### src/rtl/uart_pkg.sv
// Shared UART definitions: FSM state type, bit-timing helper and frame width.
// The PARITY state exists only when UART_RX_PARITY_EN is defined.
package uart_pkg;

  localparam int DATA_BITS = 8;

  typedef enum logic [2:0] {
    IDLE,
    START,
    DATA,
`ifdef UART_RX_PARITY_EN
    PARITY,
`endif
    STOP
  } uart_state_t;

  function automatic int clks_per_bit(input int freq, input int baud);
    return freq / baud;
  endfunction

endpackage

### src/rtl/sync_2ff.sv
// Single-bit two-flop synchronizer for asynchronous inputs (serial lines, buttons).
module sync_2ff #(
  parameter logic RESET_VAL = 1'b0
) (
  input  logic clk,
  input  logic rst_n,
  input  logic d,
  output logic q
);

  logic meta;

  // NOTE: sequential state uses non-blocking assignments so both stages update from pre-edge values.
  always_ff @(posedge clk or negedge rst_n) begin
    if (!rst_n) begin
      meta <= RESET_VAL;
      q    <= RESET_VAL;
    end else begin
      meta <= d;
      q    <= meta;
    end
  end

endmodule

### src/rtl/uart_rx.sv
// 8N1 UART receiver with mid-bit sampling and one-cycle valid / framing-error strobes.
// Define UART_RX_PARITY_EN to add an even-parity bit and the parity_err_o strobe.
module uart_rx
  import uart_pkg::*;
#(
  parameter int CLK_FREQ     = 100_000_000,
  parameter int BAUD         = 115_200,
  parameter int CLKS_PER_BIT = clks_per_bit(CLK_FREQ, BAUD)
) (
  input  logic                 clk,
  input  logic                 rst_n,
  input  logic                 rx_i,
  output logic [DATA_BITS-1:0] data_o,
  output logic                 valid_o,
  output logic                 frame_err_o,
`ifdef UART_RX_PARITY_EN
  output logic                 parity_err_o,
`endif
  output logic                 busy_o
);

  localparam int               CNT_W     = $clog2(CLKS_PER_BIT);
  localparam logic [CNT_W-1:0] HALF_LOAD = CNT_W'(CLKS_PER_BIT / 2 - 1);
  localparam logic [CNT_W-1:0] FULL_LOAD = CNT_W'(CLKS_PER_BIT - 1);

  uart_state_t          state, state_next;
  logic                 rxs, rxs_d;
  logic [CNT_W-1:0]     cnt;
  logic [2:0]           bit_idx;
  logic [DATA_BITS-1:0] shreg;
  logic                 tick, fall;
`ifdef UART_RX_PARITY_EN
  logic                 par_bit;
`endif

  sync_2ff #(.RESET_VAL(1'b1)) u_sync (
    .clk   (clk),
    .rst_n (rst_n),
    .d     (rx_i),
    .q     (rxs)
  );

  always_ff @(posedge clk or negedge rst_n) begin
    if (!rst_n) rxs_d <= 1'b1;
    else        rxs_d <= rxs;
  end

  // Only a high-to-low transition starts a frame, so a stuck-low line never retriggers.
  assign fall = rxs_d & ~rxs;
  assign tick = (cnt == '0);

  always_ff @(posedge clk or negedge rst_n) begin
    if (!rst_n) state <= IDLE;
    else        state <= state_next;
  end

  // NOTE: the default assignment up front keeps this block free of inferred latches.
  always_comb begin
    state_next = state;
    case (state)
      IDLE:   if (fall) state_next = START;
      START:  if (tick) state_next = rxs ? IDLE : DATA;
`ifdef UART_RX_PARITY_EN
      DATA:   if (tick && bit_idx == 3'(DATA_BITS - 1)) state_next = PARITY;
      PARITY: if (tick) state_next = STOP;
`else
      DATA:   if (tick && bit_idx == 3'(DATA_BITS - 1)) state_next = STOP;
`endif
      STOP:   if (tick) state_next = IDLE;
      default:          state_next = IDLE;
    endcase
  end

  always_comb begin
    busy_o = (state != IDLE);
  end

  always_ff @(posedge clk or negedge rst_n) begin
    if (!rst_n) begin
      cnt          <= '0;
      bit_idx      <= '0;
      shreg        <= '0;
      data_o       <= '0;
      valid_o      <= 1'b0;
      frame_err_o  <= 1'b0;
`ifdef UART_RX_PARITY_EN
      par_bit      <= 1'b0;
      parity_err_o <= 1'b0;
`endif
    end else begin
      valid_o      <= 1'b0;
      frame_err_o  <= 1'b0;
`ifdef UART_RX_PARITY_EN
      parity_err_o <= 1'b0;
`endif
      case (state)
        IDLE: if (fall) cnt <= HALF_LOAD;
        START: begin
          if (tick) begin
            cnt     <= FULL_LOAD;
            bit_idx <= '0;
          end else begin
            cnt <= cnt - 1'b1;
          end
        end
        DATA: begin
          if (tick) begin
            cnt     <= FULL_LOAD;
            shreg   <= {rxs, shreg[DATA_BITS-1:1]};
            bit_idx <= bit_idx + 3'd1;
          end else begin
            cnt <= cnt - 1'b1;
          end
        end
`ifdef UART_RX_PARITY_EN
        PARITY: begin
          if (tick) begin
            cnt     <= FULL_LOAD;
            par_bit <= rxs;
          end else begin
            cnt <= cnt - 1'b1;
          end
        end
`endif
        STOP: begin
          // Return to IDLE at mid-stop so a following start bit is caught without a gap.
          if (tick) begin
            if (!rxs) begin
              frame_err_o <= 1'b1;
`ifdef UART_RX_PARITY_EN
            end else if (^{shreg, par_bit}) begin
              parity_err_o <= 1'b1;
`endif
            end else begin
              data_o  <= shreg;
              valid_o <= 1'b1;
            end
          end else begin
            cnt <= cnt - 1'b1;
          end
        end
        default: ;
      endcase
    end
  end

endmodule

### config.mk
export PLATFORM = sky130hd
export DESIGN_NAME = uart_rx
export DESIGN_NICKNAME = d
export VERILOG_FILES = /design/src/rtl/uart_pkg.sv /design/src/rtl/sync_2ff.sv /design/src/rtl/uart_rx.sv
export SDC_FILE = /design/constraint.sdc
export NUM_CORES = 1
export LEC_CHECK = 0
export BUFFER_PORTS_ARGS = -buffer_cell sky130_fd_sc_hd__buf_4
export CAP_MARGIN = 30
export CORE_MARGIN = 8
export CORE_UTILIZATION = 61
export CTS_BUF_LIST = sky130_fd_sc_hd__clkbuf_2
export CTS_CLUSTER_SIZE = 25
export DETAILED_ROUTE_END_ITERATION = 16
export MAX_ROUTING_LAYER = met4
export PLACE_DENSITY = 0.92
export SETUP_SLACK_MARGIN = 0.2
export SYNTH_ARGS = -nofsm -noshare
export SYNTH_HDL_FRONTEND = slang
export SYNTH_SLANG_ARGS = --single-unit
### constraint.sdc
create_clock -name clk -period 2.1 [get_ports clk]
set_input_delay 0.42 -clock clk [delete_from_list [all_inputs] [get_ports clk]]
set_output_delay 0.42 -clock clk [all_outputs]
set_load 0.01 [all_outputs]
==> results of run 1 <==
## sequential cells by signal, indices dropped and copies added (netlist names)
| name | flops |
|---|---|
| bit_idx | 3 |
| data_o | 8 |
| u_sync.meta | 1 |
| valid_o | 1 |
| rxs_d | 1 |
| shreg | 8 |
| u_sync.q | 1 |
| state | 2 |
| frame_err_o | 1 |
| cnt | 10 |
## worst max-delay path: cells and delay by family, from the launching register on
family | cells | cell delay [ns]
adder cells (fa/ha/maj) | 1 | 0.18
buffers and inverters | 4 | 0.43
flip-flops | 1 | 0.45
## report_power, final
group / leakage, nW / switching [mW] / internal, mW
logic: 0.599 / 0.990 / 0.823
registers: 0.475 / 0.123 / 0.835
clock network: 0.0390 / 0.248 / 0.199
total: 1.11 / 1.36 / 1.86
## how the worst min path moves through the flow
stage	slack [ns]	endpoint	from	cells after the start
floorplan	0.12	bit_idx[0]	rst_n	0
global placement	0.35	u_sync.q	u_sync.meta	0
detailed placement	0.35	u_sync.q	u_sync.meta	0
CTS	0.08	u_sync.meta	rx_i	1
global route	0.05	u_sync.meta	rx_i	1
finish	0.08	u_sync.meta	rx_i	1
## cells in the mapped netlist (2+ instances only)
cell type and number:
a211oi_1 2, a21boi_0 2, a21oi_1 6, a22oi_1 2, a2bb2oi_1 4, a32o_1 2
buf_2 2, clkbuf_1 2, dfrtp_1 33, dfstp_2 3, ha_1 8, inv_1 12
mux2_2 13, mux2_4 2, nand2_1 3, nand3_1 2, nand4_1 3, nor2_1 11
nor3_1 4, o211ai_1 2, o21ai_0 2, o22a_2 2, o22ai_1 4, o2bb2ai_1 2
o31ai_1 2, or3_1 2
## layout make-up
type                    instances  area (sq um)  share of cell area
well taps                      33          41.3              0.0182
flip-flops and latches         36           905               0.399
inverters                      12          45.0              0.0199
repair buffers                 40           307               0.135
clock inverters                 3          42.5              0.0188
multi-input cells             104           901               0.398
clock buffers                   5          25.0              0.0110
## through the flow
stage / util / std cells / hold WS, ns
6_report: 0.767 / 233 / 0.0839
4_1_cts: 0.754 / 230 / 0.0801
3_5_place_dp: 0.692 / 211 / 0.350
5_1_grt: 0.767 / 233 / 0.0496
3_3_place_gp: 0.692 / 211 / 0.348
2_1_floorplan: - / 155 / 0.124
## cells by family after synthesis
logic type      synth area share
flops                      0.498
fa+ha+maj                 0.0551
buf+inv                   0.0344
simple gates               0.128
compound gates             0.176
mux                        0.109
## what timing repair did
item                                    4_1_cts  5_1_grt
cloned                                        1        0
endpoints found under the setup margin       20       15
resized for setup                            10        4
endpoints found under the hold margin        33        0
hold buffers                                  1        0
buffers inserted                              9        3
pin swaps                                     1        3
## layer usage
| metal | vias to the layer above | track usage | part of all wire |
|---|---|---|---|
| met5 | - | - | 0 |
| met1 | 744 | 0.216 | 0.40 |
| li1 | 675 | - | - |
| met2 | 70 | 0.301 | 0.51 |
| met4 | 0 | 0.0785 | 0.027 |
| met3 | 19 | 0.0565 | 0.067 |
## layout by cell type, fill, tap and decap left out, drive strengths merged, types with 3 or more instances in the layout
cell and count:
inv 12, mux2 16, nor3 6, a21oi 6
ha 8, nand4 3, nand2 5, o22ai 4
o22a 3, buf 39, a2bb2oi 4, nor2 11
clkbuf 5, dfstp 3, dfrtp 33, nor4 3
==> metrics.md, run 1 <==
| Metric | Value |
|---|---|
| Status | completed |
| Least-Margin Pin Slew | 0.451 ns |
| Worst r2r src | cnt[3] |
| Crit end category | output pin |
| Slew headroom | 0.699 |
| Total GRT Usage | 0.188 |
| Worst EP required | 1.68 ns |
| Num rows | 20 |
| Setup crit start | state[0] |
| Yosys reg bits | 36 |
| Syn Nets | 166 |
| Reg-to-reg endpoint | data_o[0] |
| Startpoint Class | flop |
| Area Growth Syn to Fin | 24.6% |
| Fin crit period | 1.89 ns |
| Ranking of synthesized cells by area | dfrtp_1 45%, mux2_2 8.1%, ha_1 5.5%, dfstp_2 4.3%, inv_1 2.5% |
| EDFF count, synth | 0 |
| Leak pwr | 1.11 nW |
| Top_reg_cell synth | dfrtp_1 |
| Vias in the first global route | 1,542 |
| Initial Util | 0.616 |
| Max_cap viols | 0 |
| DRT antenna net count | 0 |
| Routability Congestion | 0.912 |
| Post-synth top area cell | dfrtp_1 |
| Final wirelength | 4550 um |
| Pwr/cell area | 1420 mW/mm^2 |
| Die Area | 0.00498 sq mm |
| Number of iterations in the first detailed-routing pass | 4 |
| Fin crit share | 0.898 |
| Core Region | 0.00295 sq mm |
| Post-route setup TNS | 0 ns |
| Final net count | 210 |
| Crit Path Class | reg2out |
| Clock skew | 0.0188 ns |
| Critical path fanouts, max | 5 |
| HP Class | in2reg |
| Mapped Area | 0.00182 sq mm |
| Clock latency on the worst-skew pair | 0.41 ns |
| Die X | 70.6 um |
| Filler cell count in the final layout | 216 |
| Overall power | 3.22 mW |
| Worst Setup EP | busy_o |
| Avg Vias per Cell | 6.47 |
| Async set-reset flop share out of synthesis | 1.00 |
| Final HPWL DP | 3070 um |
| Gate Count Post-Synth | 155 |
| Share of layout cells above drive strength 1 | 0.440 |
| TritonCTS clock tree | built |
| Die H | 70.6 um |
| Place WS | 0.0911 ns |
| Most Frequent Cell on Critical Path | buf_4 |
| Routed len/inst | 19.5 um |
| Clock Tree Root | clkbuf_2 |
| Final worst slack | 0.214 ns |
| Clock slew at reported path FFs | 0.20 ns |
| Sequential cell area fraction in the yosys report | 0.498 |
| VDD IR-drop max | 939 uV |
| Final setup vio count | 0 |
| Total gr overflow | 0 |
| Critical path's slowest cell | dfrtp_1 |
| Max Clock Freq | 0.530 GHz |
| Crit-path cells | inv_2, ha_2, inv_1, buf_4, buf_4 |
| RSZ-0062 raised after global routing | yes |
| Syn_area_per_cell | 11.7 sq um |
| Diodes inserted | 0 |
| Cts bufs inserted | 5 |
| Vias | 1,508 |
| Clock Path Buffers | 2 |
| Crit path DAT | 1.47 ns |
| Reg2Reg Depth | 4 |
| Yosys top cell area share | 0.454 |
| Slowest cell delay on critical path | 0.45 ns |
| Cell Area, Placed | 0.00204 sq mm |
| Largest net degree at the start of global routing | 37 |
| Initial antenna violation count | 0 |
| # DRC | 0 |
| Max Slew Vio Count | 0 |
| I/O Buffers | 13 |
| Top Ports | 14 |
| Reg2reg setup slack | 0.22 ns |
| Clk sinks | 36 |
| Final instance area | 0.00227 sq mm |
| Syn. warnings | 0 |
| Distinct cells, synth | 49 |
| Initial detailed-routing violation count | 109 |
| First-pass GRT wire length | 7220 um |
| Maximum level of the CTS H-tree | 2 |
| Hold Vio Cnt, Final | 0 |
No activity file was read; power rests on OpenSTA's default activity.
==> run 2: changes to the inputs <==
--- a/config.mk
+++ b/config.mk
@@ -5,6 +5,7 @@
 export SDC_FILE = /design/constraint.sdc
 export NUM_CORES = 1
 export LEC_CHECK = 0
+export ABC_AREA = 1
 export BUFFER_PORTS_ARGS = -buffer_cell sky130_fd_sc_hd__buf_4
 export CAP_MARGIN = 30
 export CORE_MARGIN = 8
==> run 2 against run 1 <==
Register-to-register slack improved by 0.13 ns. First-iteration DRC count rose by 51%. Non-clock buffer count fell by 25. Sequential share of layout area rose by 3.9 points. Flip-flop and latch count did not move. Routed wire length fell by 16%. Critical path type unchanged. Fmax rose by 5.6%. Clock skew rose by 0.0042 ns. Synthesized area rose by 3.3%. Clock power fell by 29%.
==> metrics.md, run 2 <==
| Metric | Value |
|---|---|
| Crit end category | output pin (unchanged) |
| Initial Util | 0.625 (was 0.616) |
| Max Clock Freq | 0.560 GHz (was 0.530 GHz) |
| Filler cell count in the final layout | 234 (was 216) |
| Final wirelength | 3820 um (was 4550 um) |
| Area of the multi-input gates | 865 sq um (was 901 sq um) |
| Pwr/cell area | 1240 mW/mm^2 (was 1420 mW/mm^2) |
| Post-synth top area cell | dfrtp_1 (unchanged) |
| Die Area | 0.00511 sq mm (was 0.00498 sq mm) |
| Diodes inserted | 0 (unchanged) |
| Core Region | 0.00300 sq mm (was 0.00295 sq mm) |
| Synth cell count leaders | 83 x nand2_1, 33 x dfrtp_1, 24 x inv_1 (was 33 x dfrtp_1, 13 x mux2_2, 12 x inv_1) |
| DRT antenna net count | 0 (unchanged) |
| VDD IR-drop max | 713 uV (was 939 uV) |
| Hold EP | u_sync.meta (unchanged) |
| Initial antenna violation count | 0 (unchanged) |
| Critical path fanouts, max | 5 (unchanged) |
| Post-route setup TNS | 0 ns (unchanged) |
| Cell Area, Placed | 0.00200 sq mm (was 0.00204 sq mm) |
| Fin crit period | 1.79 ns (was 1.89 ns) |
| Maximum level of the CTS H-tree | 2 (unchanged) |
| Worst EP required | 1.68 ns (about the same) |
| WHS Path Cells | 1 (unchanged) |
| Routability Congestion | 0.923 (was 0.912) |
| Final HPWL DP | 2880 um (was 3070 um) |
| Top-count cell post-synth | nand2_1 (was dfrtp_1) |
| Yosys reg bits | 36 (unchanged) |
| Final hold slack | 0.139 ns (was 0.0839 ns) |
| Register bank with the most flops | cnt (unchanged) |
| Hold Vio Cnt, Final | 0 (unchanged) |
| Final instance area | 0.00206 sq mm (was 0.00227 sq mm) |
| Vias | 1,597 (was 1,508) |
| Crit path DAT | 1.37 ns (was 1.47 ns) |
| Clock skew | 0.0230 ns (was 0.0188 ns) |
| Status | completed (unchanged) |
| Distinct cells, synth | 24 (was 49) |
| Overall power | 2.55 mW (was 3.22 mW) |
| Top Ports | 14 (unchanged) |
| Reg2reg setup slack | 0.35 ns (was 0.22 ns) |
| HP Class | in2reg (unchanged) |
| Max Slew Vio Count | 0 (unchanged) |
| Fin crit share | 0.851 (was 0.898) |
| First-pass GRT wire length | 6530 um (was 7220 um) |
| Syn. warnings | 0 (unchanged) |
| # DRC | 0 (unchanged) |
| Async set-reset flop share out of synthesis | 1.00 (unchanged) |
| Area Growth Syn to Fin | 9.86% (was 24.6%) |
| Total gr overflow | 0 (unchanged) |
| Num rows | 20 (unchanged) |
| Syn_area_per_cell | 7.92 sq um (was 11.7 sq um) |
| Avg Vias per Cell | 5.51 (was 6.47) |
| RSZ-0062 raised after global routing | no (was yes) |
| Mapped Area | 0.00188 sq mm (was 0.00182 sq mm) |
| Most common cell after layout, fill and taps aside | nand2_1 (was buf_4) |
| Top_reg_cell synth | dfrtp_1 (unchanged) |
| Register area | 905 sq um (unchanged) |
| Vias in the first global route | 1,518 (was 1,542) |
| Clock Path Buffers | 2 (unchanged) |
| Share of layout cells above drive strength 1 | 0.163 (was 0.440) |
| Gate Count Post-Synth | 237 (was 155) |
| EDFF count, synth | 0 (unchanged) |
| Syn Nets | 248 (was 166) |
| Reg2Reg Depth | 11 (was 4) |
| Total GRT Usage | 0.163 (was 0.188) |
| Cts bufs inserted | 5 (unchanged) |
| Slew headroom | 0.646 (was 0.699) |
| Yosys top cell area share | 0.440 (was 0.454) |
| TritonCTS clock tree | built (unchanged) |
| Hold Startpoint | rx_i (unchanged) |
| Die X | 71.5 um (was 70.6 um) |
| Max reg flops | 10 (unchanged) |
| Ranking of synthesized cells by area | dfrtp_1 44%, nand2_1 17%, ha_1 5.3%, inv_1 4.8%, o21ai_0 4.3% (was dfrtp_1 45%, mux2_2 8.1%, ha_1 5.5%, dfstp_2 4.3%, inv_1 2.5%) |
| Initial detailed-routing violation count | 165 (was 109) |
| Clock slew at reported path FFs | 0.17 ns (was 0.20 ns) |
| Clock latency on the worst-skew pair | 0.39 ns (was 0.41 ns) |
| Max_cap viols | 0 (unchanged) |
| Crit Path Class | reg2out (unchanged) |
| Startpoint Class | flop (unchanged) |
| Clock Tree Root | clkbuf_2 (unchanged) |
| I/O Buffers | 13 (unchanged) |
| Worst r2r src | cnt[1] (was cnt[3]) |
| Die H | 71.5 um (was 70.6 um) |
| Reg-to-reg endpoint | cnt[1] (was data_o[0]) |
| Leak pwr | 1.11 nW (about the same) |
| Commonest non-fill, non-tap cells in the layout | 83 x nand2_1, 33 x dfrtp_1, 22 x inv_1 (was 38 x buf_4, 33 x dfrtp_1, 13 x mux2_2) |
| Final net count | 267 (was 210) |
| Clk sinks | 36 (unchanged) |
| Final setup vio count | 0 (unchanged) |
| Routed len/inst | 13.2 um (was 19.5 um) |
| Number of iterations in the first detailed-routing pass | 10 (was 4) |
| Least-Margin Pin Slew | 0.528 ns (was 0.451 ns) |
| Top Registers | cnt x10, data_o x8, shreg x8 (unchanged) |
| Sequential cell area fraction in the yosys report | 0.482 (was 0.498) |
| Largest net degree at the start of global routing | 37 (unchanged) |
## run 2: cell types whose count changed after synthesis, moves of 4 or more
cell and change:
mux2_2 -13, o21ai_0 +14, o21ai_1 +10, inv_1 +12
o22ai_1 -4, nand2_1 +80, nor2_4 +4, nor2_1 +4
nand3_1 +12, a2bb2oi_1 -4
## run 2: logic make-up (layout without fill, tap and decap cells)
family | Yosys count | count (layout) | share of synthesized area
AND/OR/NAND/NOR | 127 | 127 | 0.300
AO/OA/AOI/OAI | 36 | 36 | 0.0979
flip-flops | 36 | 36 | 0.482
buffers and inverters | 29 | 49 | 0.0620
adder cells (fa/ha/maj) | 8 | 8 | 0.0533
XOR/XNOR | 1 | 1 | 0.00466
## run 2: repair_timing
action / 4_1_cts / 5_1_grt
resized for setup: 0 / 4
buffers inserted: 0 / 1
hold endpoints to repair: 33 / 0
endpoints found under the setup margin: 0 / 8
hold buffers: 1 / 0
## run 2: metal layers
metal | wire [um] | GRT usage | vias up
li1 | - | - | 792
met1 | 1750 | 0.189 | 744
met2 | 1800 | 0.254 | 54
met3 | 220 | 0.0530 | 7
met4 | 48 | 0.0748 | 0
met5 | 0 | - | -
## run 2: how the worst max path moves through the flow
| stage | start | endpoint | slack (ns) | depth (start not counted) |
|---|---|---|---|---|
| floorplan | cnt[0] | cnt[8] | 0.56 | 10 |
| global placement | cnt[0] | cnt[4] | 0.43 | 11 |
| detailed placement | cnt[0] | cnt[3] | 0.35 | 11 |
| CTS | state[0] | busy_o | 0.23 | 4 |
| global route | state[1] | busy_o | 0.22 | 4 |
| finish | state[1] | busy_o | 0.31 | 4 |
## run 2: cell type report
cell class / instances / share of cell area
inverter: 26 / 0.0473
timing repair buffer: 15 / 0.0558
clock buffer: 7 / 0.0170
sequential: 36 / 0.438
tap: 33 / 0.0200
multi-input combinational: 172 / 0.419
clock inverter: 1 / 0.00243
## run 2: critical path: stages, from the launching register on
cell	delay [ns]
dfrtp_1	0.45
inv_1	0.12
ha_2	0.21
inv_2	0.07
buf_4	0.14
## run 2: metrics by stage
step	std cells	setup WS, ns	utilization
final	290	0.313	0.687
after global routing	290	0.220	0.687
after CTS	289	0.230	0.682
after detailed placement	280	0.349	0.665
after global placement	280	0.433	0.665
after floorplan	237	0.564	-
## run 2: power by group
group	switching, mW	leakage, nW	internal, mW
clock network	0.227	0.0330	0.0909
registers	0.158	0.476	0.825
logic	0.817	0.606	0.432
